===== config.mk =====
export PLATFORM = sky130hd
export DESIGN_NAME = imm_gen_pipe
export DESIGN_NICKNAME = d
export VERILOG_FILES = /design/src/rtl/imm_gen_pipe.sv
export SDC_FILE = /design/constraint.sdc
export NUM_CORES = 1
export LEC_CHECK = 0
export ABC_AREA = 1
export CORE_MARGIN = 1
export CORE_UTILIZATION = 45
export CTS_CLUSTER_SIZE = 8
export DETAILED_ROUTE_END_ITERATION = 6
export DONT_BUFFER_PORTS = 1
export HOLD_SLACK_MARGIN = 0.03
export SKIP_CTS_REPAIR_TIMING = 1
export SLEW_MARGIN = 25
export SYNTH_ARGS = -nofsm -noshare
export SYNTH_HDL_FRONTEND = slang
export SYNTH_SLANG_ARGS = --single-unit

===== constraint.sdc =====
create_clock -name i_clk -period 4.7 [get_ports i_clk]
set_input_delay 0.94 -clock i_clk [delete_from_list [all_inputs] [get_ports i_clk]]
set_output_delay 0.94 -clock i_clk [all_outputs]
set_load 0.005 [all_outputs]

===== src/rtl/imm_gen_pipe.sv =====
// Registered ready/valid immediate-generation stage for the decode path.
// Decodes RV32I/RV64I immediates, sign-extends to XLEN and flags illegal opcodes.
module imm_gen_pipe #(
    parameter int XLEN  = 32,
    parameter int SKID  = 1,
    parameter int TAG_W = 8
) (
    input  logic             i_clk,
    input  logic             i_rst_n,
    input  logic             i_in_valid,
    output logic             o_in_ready,
    input  logic [31:0]      i_in_ins,
    input  logic [TAG_W-1:0] i_in_tag,
    output logic             o_out_valid,
    input  logic             i_out_ready,
    output logic [XLEN-1:0]  o_out_imm,
    output logic [2:0]       o_out_fmt,
    output logic             o_out_illegal,
    output logic [TAG_W-1:0] o_out_tag,
    output logic [15:0]      o_illegal_cnt
);

    localparam logic [2:0] FMT_R     = 3'd0;
    localparam logic [2:0] FMT_I     = 3'd1;
    localparam logic [2:0] FMT_S     = 3'd2;
    localparam logic [2:0] FMT_B     = 3'd3;
    localparam logic [2:0] FMT_U     = 3'd4;
    localparam logic [2:0] FMT_J     = 3'd5;
    localparam logic [2:0] FMT_SHAMT = 3'd6;
    localparam logic [2:0] FMT_ILL   = 3'd7;

    localparam logic [6:0] OPC_OPIMM  = 7'b0010011;
    localparam logic [6:0] OPC_LOAD   = 7'b0000011;
    localparam logic [6:0] OPC_JALR   = 7'b1100111;
    localparam logic [6:0] OPC_SYSTEM = 7'b1110011;
    localparam logic [6:0] OPC_STORE  = 7'b0100011;
    localparam logic [6:0] OPC_BRANCH = 7'b1100011;
    localparam logic [6:0] OPC_LUI    = 7'b0110111;
    localparam logic [6:0] OPC_AUIPC  = 7'b0010111;
    localparam logic [6:0] OPC_JAL    = 7'b1101111;
    localparam logic [6:0] OPC_OP     = 7'b0110011;

    typedef enum logic [1:0] {
        ST_EMPTY,
        ST_ONE,
        ST_FULL
    } state_t;

    logic [6:0]        w_opcode;
    logic [2:0]        w_funct3;
    logic              w_shamt_hi;
    logic signed [31:0] w_imm32;
    logic [XLEN-1:0]   w_imm;
    logic [2:0]        w_fmt;
    logic              w_ill;

    state_t            r_state;
    state_t            w_state_next;
    logic              w_in_ready;
    logic              w_in_fire;
    logic              w_out_fire;
    logic              w_load_out;
    logic              w_load_skid;
    logic              w_skid_to_out;
    logic              w_out_valid_next;

    logic              r_out_valid;
    logic [XLEN-1:0]   r_out_imm;
    logic [2:0]        r_out_fmt;
    logic              r_out_ill;
    logic [TAG_W-1:0]  r_out_tag;
    logic [XLEN-1:0]   r_skid_imm;
    logic [2:0]        r_skid_fmt;
    logic              r_skid_ill;
    logic [TAG_W-1:0]  r_skid_tag;
    logic [15:0]       r_illegal_cnt;

    assign w_opcode   = i_in_ins[6:0];
    assign w_funct3   = i_in_ins[14:12];
    assign w_shamt_hi = (XLEN == 64) ? i_in_ins[25] : 1'b0;

    // Every immediate is assembled as a signed 32-bit value; widening the
    // signed value then gives the XLEN=64 sign extension for free.
    always_comb begin
        w_imm32 = '0;
        w_fmt   = FMT_ILL;
        w_ill   = 1'b1;
        if (i_in_ins[1:0] == 2'b11) begin
            w_ill = 1'b0;
            case (w_opcode)
                OPC_OPIMM: begin
                    if (w_funct3 == 3'b001 || w_funct3 == 3'b101) begin
                        w_fmt   = FMT_SHAMT;
                        w_imm32 = {26'b0, w_shamt_hi, i_in_ins[24:20]};
                    end else begin
                        w_fmt   = FMT_I;
                        w_imm32 = {{20{i_in_ins[31]}}, i_in_ins[31:20]};
                    end
                end
                OPC_LOAD, OPC_JALR, OPC_SYSTEM: begin
                    w_fmt   = FMT_I;
                    w_imm32 = {{20{i_in_ins[31]}}, i_in_ins[31:20]};
                end
                OPC_STORE: begin
                    w_fmt   = FMT_S;
                    w_imm32 = {{20{i_in_ins[31]}}, i_in_ins[31:25], i_in_ins[11:7]};
                end
                OPC_BRANCH: begin
                    w_fmt   = FMT_B;
                    w_imm32 = {{19{i_in_ins[31]}}, i_in_ins[31], i_in_ins[7],
                               i_in_ins[30:25], i_in_ins[11:8], 1'b0};
                end
                OPC_LUI, OPC_AUIPC: begin
                    w_fmt   = FMT_U;
                    w_imm32 = {i_in_ins[31:12], 12'b0};
                end
                OPC_JAL: begin
                    w_fmt   = FMT_J;
                    w_imm32 = {{11{i_in_ins[31]}}, i_in_ins[31], i_in_ins[19:12],
                               i_in_ins[20], i_in_ins[30:21], 1'b0};
                end
                OPC_OP: begin
                    w_fmt = FMT_R;
                end
                default: begin
                    w_fmt = FMT_ILL;
                    w_ill = 1'b1;
                end
            endcase
        end
    end

    assign w_imm = XLEN'(w_imm32);

    assign w_in_ready = i_rst_n && ((SKID != 0) ? (r_state != ST_FULL)
                                                : (!r_out_valid || i_out_ready));
    assign w_in_fire  = i_in_valid && w_in_ready;
    assign w_out_fire = r_out_valid && i_out_ready;

    // In skid mode the second entry only fills when the output is stalled,
    // so in_ready depends on registered state alone.
    always_comb begin
        w_state_next     = r_state;
        w_load_out       = 1'b0;
        w_load_skid      = 1'b0;
        w_skid_to_out    = 1'b0;
        w_out_valid_next = r_out_valid;
        if (SKID != 0) begin
            case (r_state)
                ST_EMPTY: begin
                    if (w_in_fire) begin
                        w_state_next = ST_ONE;
                        w_load_out   = 1'b1;
                    end
                end
                ST_ONE: begin
                    if (w_in_fire && !w_out_fire) begin
                        w_state_next = ST_FULL;
                        w_load_skid  = 1'b1;
                    end else if (!w_in_fire && w_out_fire) begin
                        w_state_next = ST_EMPTY;
                    end else if (w_in_fire && w_out_fire) begin
                        w_load_out = 1'b1;
                    end
                end
                ST_FULL: begin
                    if (w_out_fire) begin
                        w_state_next  = ST_ONE;
                        w_skid_to_out = 1'b1;
                    end
                end
                default: w_state_next = ST_EMPTY;
            endcase
            w_out_valid_next = (w_state_next != ST_EMPTY);
        end else begin
            w_load_out       = w_in_fire;
            w_out_valid_next = w_in_fire || (r_out_valid && !i_out_ready);
        end
    end

    always_ff @(posedge i_clk) begin
        if (!i_rst_n) begin
            r_state       <= ST_EMPTY;
            r_out_valid   <= 1'b0;
            r_out_imm     <= '0;
            r_out_fmt     <= '0;
            r_out_ill     <= 1'b0;
            r_out_tag     <= '0;
            r_skid_imm    <= '0;
            r_skid_fmt    <= '0;
            r_skid_ill    <= 1'b0;
            r_skid_tag    <= '0;
            r_illegal_cnt <= '0;
        end else begin
            r_state     <= w_state_next;
            r_out_valid <= w_out_valid_next;
            if (w_load_out) begin
                r_out_imm <= w_imm;
                r_out_fmt <= w_fmt;
                r_out_ill <= w_ill;
                r_out_tag <= i_in_tag;
            end else if (w_skid_to_out) begin
                r_out_imm <= r_skid_imm;
                r_out_fmt <= r_skid_fmt;
                r_out_ill <= r_skid_ill;
                r_out_tag <= r_skid_tag;
            end
            if (w_load_skid) begin
                r_skid_imm <= w_imm;
                r_skid_fmt <= w_fmt;
                r_skid_ill <= w_ill;
                r_skid_tag <= i_in_tag;
            end
            if (w_in_fire && w_ill && (r_illegal_cnt != 16'hFFFF)) begin
                r_illegal_cnt <= r_illegal_cnt + 16'd1;
            end
        end
    end

    assign o_in_ready    = w_in_ready;
    assign o_out_valid   = r_out_valid;
    assign o_out_imm     = r_out_imm;
    assign o_out_fmt     = r_out_fmt;
    assign o_out_illegal = r_out_ill;
    assign o_out_tag     = r_out_tag;
    assign o_illegal_cnt = r_illegal_cnt;

endmodule


==> metrics <==
GRT Util Overall 0.240; placed insts slightly above 900; DRT iter0 DRCs between 500 and 600; Initial Util 0.463; mapped cell area 5560 um^2; share of Yosys cell area claimed by the top area cell type 0.385; Num CTS Buffers 9; height of the die 113 um; Final Hold Fails 0; WS Path Type in -> reg; I/O Buffers 0; final slew viol count 0; routability congestion estimate 0.891; DR vias 5,303; initial antenna violation count 0; H-tree depth 3; Post-synth EDFFs 0; first-pass GRT wire length 24,700 um; Peak Freq 377 MHz; Crit path arrival time around 2.9 ns; core footprint 12,000 um^2; clock root buffer clkbuf_16; Seq cells post-synth 107; CP Cell Sequence and3_1 > nand2_2 > buf_4 > inv_2 > nor2_4 > nand2_1 > a31oi_1; crit path time final 2.66 ns; ys async rst share 0; post-route cell area 5830 um^2; DIE WIDTH 113 um; hpwl dp ~10,000 um; nets roughly 840; remaining antenna violation count after routing 0; post-synthesis sequential area ratio 0.385; Max-Cap Viols 0; syn_nets 874; endpoints failing setup 0; vias in the first global route 4,891; Synth cell types 37; Worst Skew 0.00607 ns; Bufs on Longest Clock Path 2; Power Dens Cells 340 nW/um^2; Mean Syn Cell Area 6.71 um^2; largest net degree at the start of global routing 70; GRT overflow 0; Synth Flop Type dfxtp_1; I/O Pins 106; CTS tree yes; fraction of layout cells with a size suffix above 1 0.0737; Pre-antenna DRT Iters 6; Syn Inst Count 829; Critical Path RT 4.90 ns; delay-heaviest family, CP simple AND/OR/NAND/NOR gates; clk_lat worst skew around 0.35 ns; Reg clk slew, reported paths ~0.07 ns; Slowest Stage Delay on Critical Path approximately 0.62 ns; Residual DRC 0; setup TNS 0 ns; row cnt 40; Tcrit/Tclk final 0.565; crit-path max FO 50; DP Area 5500 um^2; WL per Instance roughly 16 um; Min-Delay Path Class reg -> reg; Yosys warnings 0; CP max stage cell and3_1; leakage between 2 and 2.5 nW; Peak VDD IR between 0.0002 and 0.00025 V; top post-synthesis cells by area dfxtp_1, nand2_1, nor2_1; Slew HR 0.437; outcome finished clean; Worst-Margin Slew about 0.84 ns; layout overhead on the synthesized area 4.86%; Crit path buffers/inverters 2; CP startpoint kind input port; most common cell after layout, fill and taps aside nand2_1; capturing element type of the critical path register; drt via density 5.59; most frequent cells in the layout nand2_1, nor2_1, dfxtp_1, nand3_1, inv_1; RSZ-0062 raised after global routing no; drt total wl 14,800 um; CTS Sinks roughly 110; die area 12,800 um^2; Final Instance Count excl. Fillers roughly 950; filler instances 1,222; n_diodes 0; leading area contributor after synthesis dfxtp_1
==> synthesized netlist by cell type (5+ instances only) <==
master	instances
buf_6	6
nor2_2	8
nand4_1	20
a31oi_1	46
nor2_1	123
a21oi_1	34
nand3_1	75
o211ai_1	7
nand2_2	5
buf_4	8
nor2_4	6
dfxtp_1	107
inv_2	15
o21ai_0	41
nand2_1	217
buf_2	13
inv_1	49
clkbuf_1	12
nor3_1	6
==> final timing paths <==
path,from,endpoint,slack (ns),cells after the start
worst max-delay path,i_in_valid,o_out_tag[4],2.04,7
worst min-delay path,r_skid_tag[5],o_out_tag[5],0.49,2
worst max register to register,r_state[0],o_out_tag[4],2.10,9
worst min register to register,r_skid_tag[5],o_out_tag[5],0.49,2
==> per-layer routing <==
metal / track usage / share of wire
met1: 0.312 / 0.46
met4: 0.0632 / 0.014
met5: 0 / 0
met2: 0.381 / 0.46
met3: 0.0782 / 0.067
==> metrics by stage <==
| step | hold slack, ns | utilization | power, W | worst slack [ns] |
|---|---|---|---|---|
| floorplan | 0.460 | - | 0.00115 | 2.60 |
| global placement | 0.479 | 0.458 | 0.00117 | 1.78 |
| detailed placement | 0.477 | 0.458 | 0.00118 | 1.70 |
| finish | 0.489 | 0.485 | 0.00198 | 2.04 |
| global route | 0.521 | 0.485 | 0.00207 | 1.78 |
| CTS | 0.487 | 0.485 | 0.00201 | 2.07 |
==> kinds of logic (layout without fill, tap and decap cells) <==
group / count (synthesis) / count (layout) / share of synthesized area
simple gates: 470 / 470 / 0.375
compound gates: 135 / 135 / 0.137
buf+inv: 110 / 82 / 0.0914
flops: 107 / 107 / 0.385
xor+xnor: 6 / 6 / 0.00945
fa+ha+maj: 1 / 1 / 0.00225
==> sequential cells by signal, summed over array words and instances, names as in the netlist <==
| name | flops |
|---|---|
| r_skid_imm | 32 |
| o_out_imm | 32 |
| r_state | 2 |
| r_skid_tag | 8 |
| o_out_valid | 1 |
| r_skid_fmt | 3 |
| o_illegal_cnt | 16 |
| o_out_fmt | 3 |
| o_out_tag | 8 |
| r_skid_ill | 1 |
| o_out_illegal | 1 |
==> tightest hold or removal path, stage by stage (launching register included) <==
cell	delay, ns
dfxtp_1	0.31
nand2_1	0.06
a31oi_1	0.07
==> report_power, final <==
part / switching, W / internal (W) / total, W
combinational: 0.000114 / 0.0000590 / 0.000173
sequential: 0.0000348 / 0.000952 / 0.000987
clock: 0.000341 / 0.000483 / 0.000823
total: 0.000489 / 0.00149 / 0.00198
==> cell type report <==
type | instances | area (um^2) | area share
Multi-Input combinational cell | 612 | 2910 | 0.499
Sequential cell | 107 | 2140 | 0.367
Inverter | 64 | 240 | 0.0412
Clock buffer | 10 | 239 | 0.0410
Tap cell | 147 | 184 | 0.0316
Clock inverter | 6 | 87.6 | 0.0150
Timing Repair Buffer | 2 | 27.5 | 0.00472
(Power assumes the default switching activity.)
